### src/rtl/bus_memory_if.sv
// Memory bus bundle: CPU strobes, program-load port and the two byte streams.
// master drives the strobes and stream inputs; slave is the memory responder.
interface bus_memory_if #(
  parameter int WORD_W = 8,
  parameter int ADDR_W = 5
);
  logic              CS;
  logic              R_NW;
  logic [ADDR_W-1:0] addr;
  logic [WORD_W-1:0] wdata;
  logic [WORD_W-1:0] rdata;
  logic              prog_we;
  logic [ADDR_W-1:0] prog_addr;
  logic [WORD_W-1:0] prog_data;
  logic [WORD_W-1:0] in_data;
  logic              in_valid;
  logic              in_ready;
  logic [WORD_W-1:0] out_data;
  logic              out_valid;
  logic              out_ready;

  modport master (
    output CS, R_NW, addr, wdata, prog_we, prog_addr, prog_data,
           in_data, in_valid, out_ready,
    input  rdata, in_ready, out_data, out_valid
  );

  modport slave (
    input  CS, R_NW, addr, wdata, prog_we, prog_addr, prog_data,
           in_data, in_valid, out_ready,
    output rdata, in_ready, out_data, out_valid
  );
endinterface

### src/rtl/bus_memory.sv
// 29-word RAM plus STATUS/IN/OUT window; rdata one cycle after CS read.
// Stream ports are valid/ready with registered flags; full FIFOs deassert ready.
module bus_memory_fifo #(
  parameter int W = 8
) (
  input  logic         clock,
  input  logic         n_reset,
  input  logic         push,
  input  logic         pop,
  input  logic [W-1:0] push_data,
  output logic [W-1:0] head,
  output logic [2:0]   count
);
  logic [W-1:0] mem [0:3];
  logic [1:0]   wr_ptr;
  logic [1:0]   rd_ptr;

  // Caller only pushes below 4 and pops above 0, so count stays in 0..4.
  always_ff @(posedge clock or negedge n_reset) begin
    if (!n_reset) begin
      wr_ptr <= 2'd0;
      rd_ptr <= 2'd0;
      count  <= 3'd0;
    end else begin
      if (push) wr_ptr <= wr_ptr + 2'd1;
      if (pop)  rd_ptr <= rd_ptr + 2'd1;
      case ({push, pop})
        2'b10:   count <= count + 3'd1;
        2'b01:   count <= count - 3'd1;
        default: count <= count;
      endcase
    end
  end

  always_ff @(posedge clock) begin
    if (push) mem[wr_ptr] <= push_data;
  end

  assign head = mem[rd_ptr];
endmodule

module bus_memory #(
  parameter int WORD_W = 8,
  parameter int ADDR_W = 5
) (
  input  logic         clock,
  input  logic         n_reset,
  bus_memory_if.slave  bus
);
  localparam int                RAM_WORDS = 29;
  localparam logic [ADDR_W-1:0] A_STATUS  = ADDR_W'(29);
  localparam logic [ADDR_W-1:0] A_IN      = ADDR_W'(30);
  localparam logic [ADDR_W-1:0] A_OUT     = ADDR_W'(31);

  logic [WORD_W-1:0] ram [0:RAM_WORDS-1];
  logic              ovf;
  logic              cpu_rd;
  logic              cpu_wr;
  logic              in_push;
  logic              in_pop;
  logic              out_push;
  logic              out_pop;
  logic              out_drop;
  logic [2:0]        in_count;
  logic [2:0]        out_count;
  logic [WORD_W-1:0] in_head;

  assign cpu_rd   = bus.CS &  bus.R_NW;
  assign cpu_wr   = bus.CS & ~bus.R_NW;

  assign in_push  = bus.in_valid & bus.in_ready;
  assign in_pop   = cpu_rd & (bus.addr == A_IN) & (in_count != 3'd0);
  assign out_pop  = bus.out_valid & bus.out_ready;
  assign out_push = cpu_wr & (bus.addr == A_OUT) & (out_count != 3'd4);
  assign out_drop = cpu_wr & (bus.addr == A_OUT) & (out_count == 3'd4);

  assign bus.in_ready  = (in_count != 3'd4);
  assign bus.out_valid = (out_count != 3'd0);

  bus_memory_fifo #(.W(WORD_W)) u_in_fifo (
    .clock     (clock),
    .n_reset   (n_reset),
    .push      (in_push),
    .pop       (in_pop),
    .push_data (bus.in_data),
    .head      (in_head),
    .count     (in_count)
  );

  bus_memory_fifo #(.W(WORD_W)) u_out_fifo (
    .clock     (clock),
    .n_reset   (n_reset),
    .push      (out_push),
    .pop       (out_pop),
    .push_data (bus.wdata),
    .head      (bus.out_data),
    .count     (out_count)
  );

  // CPU access always beats a same-cycle program load.
  always_ff @(posedge clock) begin
    if (cpu_wr) begin
      if (bus.addr < ADDR_W'(RAM_WORDS)) ram[bus.addr] <= bus.wdata;
    end else if (bus.prog_we && !bus.CS && (bus.prog_addr < ADDR_W'(RAM_WORDS))) begin
      ram[bus.prog_addr] <= bus.prog_data;
    end
  end

  always_ff @(posedge clock or negedge n_reset) begin
    if (!n_reset) begin
      ovf <= 1'b0;
    end else if (out_drop) begin
      ovf <= 1'b1;
    end else if (cpu_wr && (bus.addr == A_STATUS)) begin
      ovf <= 1'b0;
    end
  end

  always_ff @(posedge clock or negedge n_reset) begin
    if (!n_reset) begin
      bus.rdata <= '0;
    end else if (cpu_rd) begin
      case (bus.addr)
        A_STATUS: bus.rdata <= {{(WORD_W-3){1'b0}}, ovf, (out_count == 3'd4), (in_count != 3'd0)};
        A_IN:     bus.rdata <= (in_count != 3'd0) ? in_head : '0;
        A_OUT:    bus.rdata <= '0;
        default:  bus.rdata <= ram[bus.addr];
      endcase
    end
  end
endmodule

### src/flat_wrapper.sv
// flat-port wrapper written by rule: the top's interface ports become plain ports
module bus_memory_flat 
#(
  parameter int WORD_W = 8,
  parameter int ADDR_W = 5
)
  (clock, n_reset, bus_CS, bus_R_NW, bus_addr, bus_wdata, bus_prog_we, bus_prog_addr, bus_prog_data, bus_in_data, bus_in_valid, bus_out_ready, bus_rdata, bus_in_ready, bus_out_data, bus_out_valid);
  bus_memory_if #(.WORD_W(WORD_W), .ADDR_W(ADDR_W)) bus_i ();
  input  logic clock;
  input  logic n_reset;
  input wire logic [$bits(bus_i.CS)-1:0] bus_CS;
  input wire logic [$bits(bus_i.R_NW)-1:0] bus_R_NW;
  input wire logic [$bits(bus_i.addr)-1:0] bus_addr;
  input wire logic [$bits(bus_i.wdata)-1:0] bus_wdata;
  input wire logic [$bits(bus_i.prog_we)-1:0] bus_prog_we;
  input wire logic [$bits(bus_i.prog_addr)-1:0] bus_prog_addr;
  input wire logic [$bits(bus_i.prog_data)-1:0] bus_prog_data;
  input wire logic [$bits(bus_i.in_data)-1:0] bus_in_data;
  input wire logic [$bits(bus_i.in_valid)-1:0] bus_in_valid;
  input wire logic [$bits(bus_i.out_ready)-1:0] bus_out_ready;
  output wire logic [$bits(bus_i.rdata)-1:0] bus_rdata;
  output wire logic [$bits(bus_i.in_ready)-1:0] bus_in_ready;
  output wire logic [$bits(bus_i.out_data)-1:0] bus_out_data;
  output wire logic [$bits(bus_i.out_valid)-1:0] bus_out_valid;
  assign bus_i.CS = bus_CS;
  assign bus_i.R_NW = bus_R_NW;
  assign bus_i.addr = bus_addr;
  assign bus_i.wdata = bus_wdata;
  assign bus_i.prog_we = bus_prog_we;
  assign bus_i.prog_addr = bus_prog_addr;
  assign bus_i.prog_data = bus_prog_data;
  assign bus_i.in_data = bus_in_data;
  assign bus_i.in_valid = bus_in_valid;
  assign bus_i.out_ready = bus_out_ready;
  assign bus_rdata = bus_i.rdata;
  assign bus_in_ready = bus_i.in_ready;
  assign bus_out_data = bus_i.out_data;
  assign bus_out_valid = bus_i.out_valid;
  bus_memory #(.WORD_W(WORD_W), .ADDR_W(ADDR_W)) u_core (.clock(clock), .n_reset(n_reset), .bus(bus_i));
endmodule
### config.mk
export PLATFORM = sky130hd
export DESIGN_NAME = bus_memory_flat
export DESIGN_NICKNAME = d
export VERILOG_FILES = /design/src/rtl/bus_memory_if.sv /design/src/rtl/bus_memory.sv /design/src/flat_wrapper.sv
export SDC_FILE = /design/constraint.sdc
export NUM_CORES = 1
export LEC_CHECK = 0
export BUFFER_PORTS_ARGS = -buffer_cell sky130_fd_sc_hd__buf_4
export CORE_AREA = 2 2 157 159
export CTS_BUF_LIST = sky130_fd_sc_hd__clkbuf_4 sky130_fd_sc_hd__clkbuf_8 sky130_fd_sc_hd__clkbuf_16
export CTS_CLUSTER_DIAMETER = 30
export DETAILED_ROUTE_END_ITERATION = 8
export DIE_AREA = 0 0 159 161
export PLACE_DENSITY = 0.69
export SYNTH_ARGS = -nofsm -noshare
export SYNTH_HDL_FRONTEND = slang
export SYNTH_HIERARCHICAL = 1
export SYNTH_SLANG_ARGS = --single-unit
export TNS_END_PERCENT = 100
### constraint.sdc
create_clock -name clock -period 6.1 [get_ports clock]
set_input_delay 0 -clock clock [delete_from_list [all_inputs] [get_ports clock]]
set_output_delay 0 -clock clock [all_outputs]
set_load 0.05 [all_outputs]
# [Yosys cells after proc, flatten, opt, wreduce, memory -nomap -nowiden]
# Memories as Yosys holds them, arrays and structs flattened.
# Cells that the tools add are included.
[classes] add_sub_neg=8 order_cmp=2 eq_ne=10 n_mux=19 n_bitwise=10 reduce_logical=10
[ops] operator="one-hot mux 8 bit (3 select lines)" n=1
[ops] operator="2-to-1 mux 8 bit" n=2
[ops] operator="== test 5 bit, second input constant" n=3
[ops] operator="2-to-1 mux 1 bit" n=13
[ops] operator="one-hot mux 3 bit (2 select lines)" n=2
[ops] operator="less-than comparator 5 bit, second input constant" n=2
[ops] operator="bitwise AND 1 bit" n=9
[ops] operator="adder 2 x 1 -> 2 bit, second input constant" n=4
[ops] operator="OR reduction 8 bit" n=1
[ops] operator="adder 3 x 1 -> 3 bit, second input constant" n=2
[ops] operator="inequality test 3 bit, second input constant" n=2
[ops] operator="nonzero test 2 bit" n=3
[ops] operator="nonzero test 3 bit" n=2
[ops] operator="subtractor 3 x 1 -> 3 bit, second input constant" n=2
[ops] operator="2-to-1 mux 5 bit" n=1
[ops] operator="== test 2 x 1 -> 1 bit, second input constant" n=2
[ops] operator="== test 2 bit, second input constant" n=2
[ops] operator="== test 3 bit, second input constant" n=1
[ops] operator="logical AND 1 bit" n=3
[ops] operator="logical NOT 1 bit" n=1
[ops] operator="inverter 1 bit" n=1
[word_totals] register_bits=23 ram_bits=296 inputBits=41 out_inout_bits=18 wordCells=70 n_memories=3
[mem_list] memory="u_core.ram" words=29 word_bits=8 read_ports=1 rd_clocked_by_memory_dff=0 write_ports=1 line_no="bus_memory.sv:55" text="logic [WORD_W-1:0] ram [0:RAM_WORDS-1];"
[mem_list] memory="u_core.u_in_fifo.mem" words=4 word_bits=8 read_ports=1 rd_clocked_by_memory_dff=0 write_ports=1 line_no="bus_memory.sv:14" text="logic [W-1:0] mem [0:3];"
[mem_list] memory="u_core.u_out_fifo.mem" words=4 word_bits=8 read_ports=1 rd_clocked_by_memory_dff=0 write_ports=1 line_no="bus_memory.sv:14"

# [Longest topological paths before layout]
[depth] ltp_word=8 ltp_mapped=12 ltp_nobuf=10

# [Hierarchy]
# Netlist, hierarchy kept.
[by_module_without_submodules] module="bus_memory" instances=1 cells_each=531 area_per_inst_um2=9836.9 seq_area_each_um2=7191.9
[by_module_without_submodules] module="bus_memory_fifo" instances=2 cells_each=76 area_per_inst_um2=1541.5 seq_area_each_um2=1136.1

# [Worst setup path before layout]
# No wires, ideal clock.
[synth_timing] kind="reg2reg" startpoint="register u_core.u_in_fifo.count[0]" endpoint="register u_core.u_in_fifo.count[2]" setup_time_ps=79 arrival_ps=2173 required_time_ps=6021 setup_slack_ps=3848 stages_incl_launch_ff=11 synth_period_minus_slack_ps=2252 path_cell_list="dfrtp_1 > nor2_1 > nand2_1 > and2_1 > inv_1 > ha_1 > inv_1 > fa_1 > xor2_1 > nor2_1 > xor2_1"
[synth_via] elab_chain_len=4 word_cells_on_any_way=10 classes_between="add/sub: 2; eq/ne: 3; mux: 1; bitwise: 2; reduce/logical: 2"
[synth_rtl] item="start, declared" line_no="bus_memory.sv:12" text="output logic [2:0] count"
[synth_rtl] item="start signal, assigned" line_no="bus_memory.sv:28" text="2'b10: count <= count + 3'd1;"
[synth_rtl] item="start signal, assigned" line_no="bus_memory.sv:29" text="2'b01: count <= count - 3'd1;"
[synth_rtl] item="start signal, assigned" line_no="bus_memory.sv:30" text="default: count <= count;"
[synth_rtl] item="inequality test 3 bit *" line_no="bus_memory.sv:77" text="assign bus.in_ready = (in_count != 3'd4);"
[synth_rtl] item="net bus_in_ready" line_no="flat_wrapper.sv:22" text="output wire logic [$bits(bus_i.in_ready)-1:0] bus_in_ready;"
[synth_rtl] item="bitwise AND 1 bit *" line_no="bus_memory.sv:71" text="assign in_push = bus.in_valid & bus.in_ready;"
[synth_rtl] item="net u_core.in_push" line_no="bus_memory.sv:59" text="logic in_push;"
[synth_rtl] item="== test 2 x 1 -> 1 bit / == test 2 bit (equally long branches)" line_no="bus_memory.sv:27" text="case ({push, pop})"
[synth_rtl] item="one-hot mux 3 bit (2 select lines) / nonzero test 2 bit (equally long branches)"
# Mark *: on every way through the listed nets, which the timed path passes. The rest lies on a longest branch.
# A chain may end at the register's enable or synchronous reset.

# [Worst setup path after layout]
[layout_timing] startpoint="input port bus_addr[2]" endpoint="register u_core.u_in_fifo.count[2]"
[layout_via] elab_chain_len=5 word_cells_on_any_way=7 classes_between="eq/ne: 3; mux: 1; bitwise: 2; reduce/logical: 1"
[layout_rtl] item="start, declared" line_no="flat_wrapper.sv:13" text="input wire logic [$bits(bus_i.addr)-1:0] bus_addr;"
[layout_rtl] item="== test 5 bit *" line_no="bus_memory.sv:72" text="assign in_pop = cpu_rd & (bus.addr == A_IN) & (in_count != 3'd0);"
[layout_rtl] item="bitwise AND 1 bit * (2 in a row)" line_no="bus_memory.sv:72"
[layout_rtl] item="net u_core.in_pop" line_no="bus_memory.sv:60" text="logic in_pop;"
[layout_rtl] item="== test 2 x 1 -> 1 bit / == test 2 bit (equally long branches)" line_no="bus_memory.sv:27"
[layout_rtl] item="one-hot mux 3 bit (2 select lines) / nonzero test 2 bit (equally long branches)"
# Marks and branches as above.

==> flow_results.org <==
** Timing
- Crit share post-route :: 43.3%
- On the final layout, the worst hold slack is 81.7 ps.
- Final setup violation count :: 0
- Based on the critical path, the design can be clocked at up to 379 MHz.
- Worst rel slew slack :: roughly two fifths
- Worst clock skew :: about 22 ps
- Subtracting the final worst setup slack from the clock period gives about 2600 ps.
- Setup TNS Final :: 0 ps
- The number of hold-slack violations in the final timing report came to 0.
- Number of max-slew violations in the final report :: 0
- Setup repair after global routing left no endpoint under its margin.
- Pin slew with the least headroom to its limit :: 894 ps

** Routing
- Via density per instance :: 5.91
- Total vias in the final route :: 6,927
- For this run, design rule violations remaining after detail routing come to 0.
- Wires add up to 28.5 mm.
- Pre-Repair DR Iteration Count :: 6
- Mean routed wirelength per cell :: 24.3 um
- The count of nets left with antenna violations once routing finished came out at 0.
- Violation count after the first detailed-route iteration :: 813

** Worst setup path
- The setup check on the worst reg-to-reg path leaves a slack of 3640 ps.
- Worst Reg2Reg Path Length in Cells :: 8
- Critical R2R Capture :: u_core/u_in_fifo/count[2]
- Along the worst path, the maximum fanout reaches 25.
- For the worst setup path, the data required time is 6580 ps.
- Crit path launch type :: input port
- FF-to-FF Start :: u_core/u_in_fifo/count[0]
- STA classifies the critical path endpoint as a flop.
- Tracing the worst setup path back leads to its startpoint at bus_addr[2].
- By startpoint and endpoint, the worst setup path is classified as in2reg.
- Data on the critical path arrives at its endpoint at about 3100 ps.

** Pwr
- Sum of internal, switching and leakage power :: 0.00666 W
- In this run the power density over the cells is 419 nW/um^2.
- The worst-case IR drop observed on VDD is 0.000270 V.
- Reported leakage power :: 5.48 nW

** Synthesis
- Post-synth design cell area :: 12,900 um^2
- Syn_area_per_cell :: ~19 um^2
- By count the netlist is led by edfxtp_1 (296), mux4_2 (62), nor2_1 (40), mux2i_1 (29), dfrtp_1 (23).
- The most used flip-flop cell after synthesis is edfxtp_1.
- Counting distinct cell types in the post-synthesis netlist gives 54.
- The largest total area in the synthesized netlist belongs to edfxtp_1.
- Share of async-settable or async-resettable flops after synthesis :: 7.21%
- Yosys mapped a number of flops with a built-in enable equal to 296.
- Of the post-synthesis cell area, the dominant cell type holds around 70%.
- Fraction of the yosys area taken by sequential cells :: around 73%
- Cell types occupying the most area after synthesis :: edfxtp_1 (69%), mux4_2 (11%), dfrtp_1 (4.5%)
- Warnings, synthesis :: 6
- Synthesis inferred 319 register bits.
- In the synthesized netlist, the number of instances is 683.
- Synthesis produced a netlist with a net count of 736.
- Most frequent cell after synthesis :: edfxtp_1

** Floorplan
- Core Region :: 24,000 um^2
- During I/O placement, the number of pins put on the boundary was 59.
- The floorplan step defined a die boundary enclosing 25,600 um^2.
- Std cell rows :: 57
- The die is 161 um tall.
- Initial cell density of the core :: 53.9%
- Measured along the x axis, the die boundary spans 159 um.

** GRT
- Global-route total usage across every layer :: 22.7%
- Via count of the first global-routing pass :: approximately 7,200
- Wire length of the first global-routing pass :: 43.3 mm
- Sum of overflow across all layers after global routing :: 0
- Entering global routing, the biggest net connects 45 pins.
- The initial antenna violation count is 0.

** Min path
- Cell depth of the worst hold path :: 3
- Endpoint with the worst hold slack :: u_core/bus.rdata[0]
- Worst hold path class :: in2reg
- The startpoint identified for the worst hold timing path is bus_R_NW.

** Cells and area
- Synthesis-to-layout area growth :: 23.0%
- Number of filler cells placed in the layout :: 1,622
- Fraction of final layout cells with drive strength greater than 1 :: 28.1%
- The number of antenna diodes in the final layout is 0.
- The final layout contains 851 nets.

** Clock tree
- Counting along the longest clock path gives a buffer depth of 3.
- Source-to-sink clock delay at the later pin of the worst-skew pair :: roughly 560 ps
- Count of instances resized after the clock tree is built :: 0
- Htree depth :: 2
- The root buffer cell chosen for the clock tree is clkbuf_16.
- TritonCTS buffer count :: between 50 and 60
- After clock tree synthesis, the clock-pin slew on the worst setup and hold paths is 50 ps.
- CTS tree :: done
- The number of setup buffers added after CTS is 0.
- CTS sink cnt :: between 300 and 400

** Placement
- Placed wire-length estimate after detailed placement :: 17.2 mm
- Final GP Congestion :: approximately 0.85
- Port buffering added 58 buffers.

** Job
- Max-capacitance violation count :: 0

** Outcome
- The run finished with clean final reports.
==> per-stage QoR <==
stage	instances	area (um^2)	setup slack (ps)	util [%]
2_1_floorplan	683	12900	3850	-
4_1_cts	1172	15900	3510	66.3
6_report	1172	15900	3460	66.3
5_1_grt	1172	15900	3320	66.3
3_3_place_gp	1037	13600	3360	56.8
3_5_place_dp	1037	13600	3310	56.8
==> placed cells by master, fill, tap and decap left out, types with 3 or more instances in the layout <==
cell type | synthesis | routed
nand2b_1 | 6 | 6
o31a_1 | 3 | 3
clkbuf_4 | 0 | 3
a22oi_1 | 17 | 17
mux4_2 | 62 | 62
clkinv_1 | 0 | 8
clkinvlp_4 | 0 | 11
xor2_1 | 8 | 8
dlygate4sd3_1 | 0 | 23
o22ai_1 | 3 | 3
a22o_1 | 12 | 12
edfxtp_1 | 296 | 296
xnor2_1 | 4 | 4
o21ai_0 | 3 | 3
inv_1 | 17 | 17
a21o_1 | 5 | 5
a31oi_1 | 8 | 8
dfrtp_1 | 23 | 23
nor2b_1 | 7 | 7
bufinv_16 | 0 | 8
mux2i_1 | 29 | 29
o21ai_1 | 6 | 6
nor3_1 | 5 | 5
ha_1 | 10 | 10
inv_6 | 0 | 10
nor2_1 | 40 | 40
nand2_1 | 14 | 14
clkbuf_16 | 0 | 59
mux2_2 | 10 | 10
o211ai_1 | 6 | 6
clkinv_4 | 0 | 5
a21oi_1 | 7 | 7
clkinv_2 | 0 | 5
buf_4 | 7 | 60
and2_1 | 18 | 18
nand3_1 | 6 | 6
==> layer usage <==
metal,share of wire [%],track usage [%]
met5,0,0
met1,40,30.0
met2,50,37.6
met3,7.2,5.68
met4,2.2,7.44
==> registers in the layout, summed over array words and instances (netlist names) <==
signal,flops
u_core/u_in_fifo/count,3
u_core/u_out_fifo/rd_ptr,2
u_core/u_in_fifo/rd_ptr,2
u_core/bus.rdata,8
u_core/u_out_fifo/mem,32
u_core/u_in_fifo/mem,32
u_core/u_out_fifo/count,3
u_core/u_in_fifo/wr_ptr,2
u_core/u_out_fifo/wr_ptr,2
u_core/ovf,1
u_core/ram,232
==> power breakdown <==
group	switching [W]	leakage, nW	total, W	internal (W)
Clock	0.00109	0.968	0.00324	0.00215
Combinational	0.000466	1.56	0.000773	0.000307
Sequential	0.000109	2.95	0.00265	0.00254
==> final cells by class <==
type                            count  area (um^2)  area share (%)
Tap cell                          324          405            2.55
Inverter                           17         63.8           0.402
Clock buffer                       64         1530            9.61
Clock inverter                     47          509            3.20
Multi-Input combinational cell    317         3220            20.3
Timing Repair Buffer               84          701            4.41
Sequential cell                   319         9460            59.6
==> critical path, stage by stage <==
cell           delay, ps
dlygate4sd3_1        520
buf_4                300
nand3_1              350
nor4_1               730
ha_1                 310
inv_1                 60
fa_1                 370
xor2_1               170
nor2_1               130
xor2_1               150
==> kinds of logic (layout without fill, tap and decap cells) <==
group | count (synthesis) | after routing | synth area share (%)
buffers and inverters | 47 | 212 | 1.83
adders and majority gates | 12 | 12 | 1.28
AOI/OAI and AO/OA | 83 | 83 | 4.67
DFF | 319 | 319 | 73.3
muxes | 101 | 101 | 13.9
xor gates and xnor gates | 12 | 12 | 0.813
and+or+nand+nor | 109 | 109 | 4.23
==> timing repair <==
item,4_1_cts,5_1_grt
endpoints found under the hold margin,98,0
setup endpoints to repair,0,0
hold buffers,24,0
==> how the worst max path moves through the flow <==
stage               cells past startpoint                   endpoint
floorplan                              10  u_core/u_in_fifo/count[2]
global placement                        6        u_core/bus.rdata[0]
detailed placement                      6        u_core/bus.rdata[0]
CTS                                    10  u_core/u_in_fifo/count[2]
global route                           10  u_core/u_in_fifo/count[2]
finish                                 10  u_core/u_in_fifo/count[2]
No activity file was read; power rests on OpenSTA's default activity.
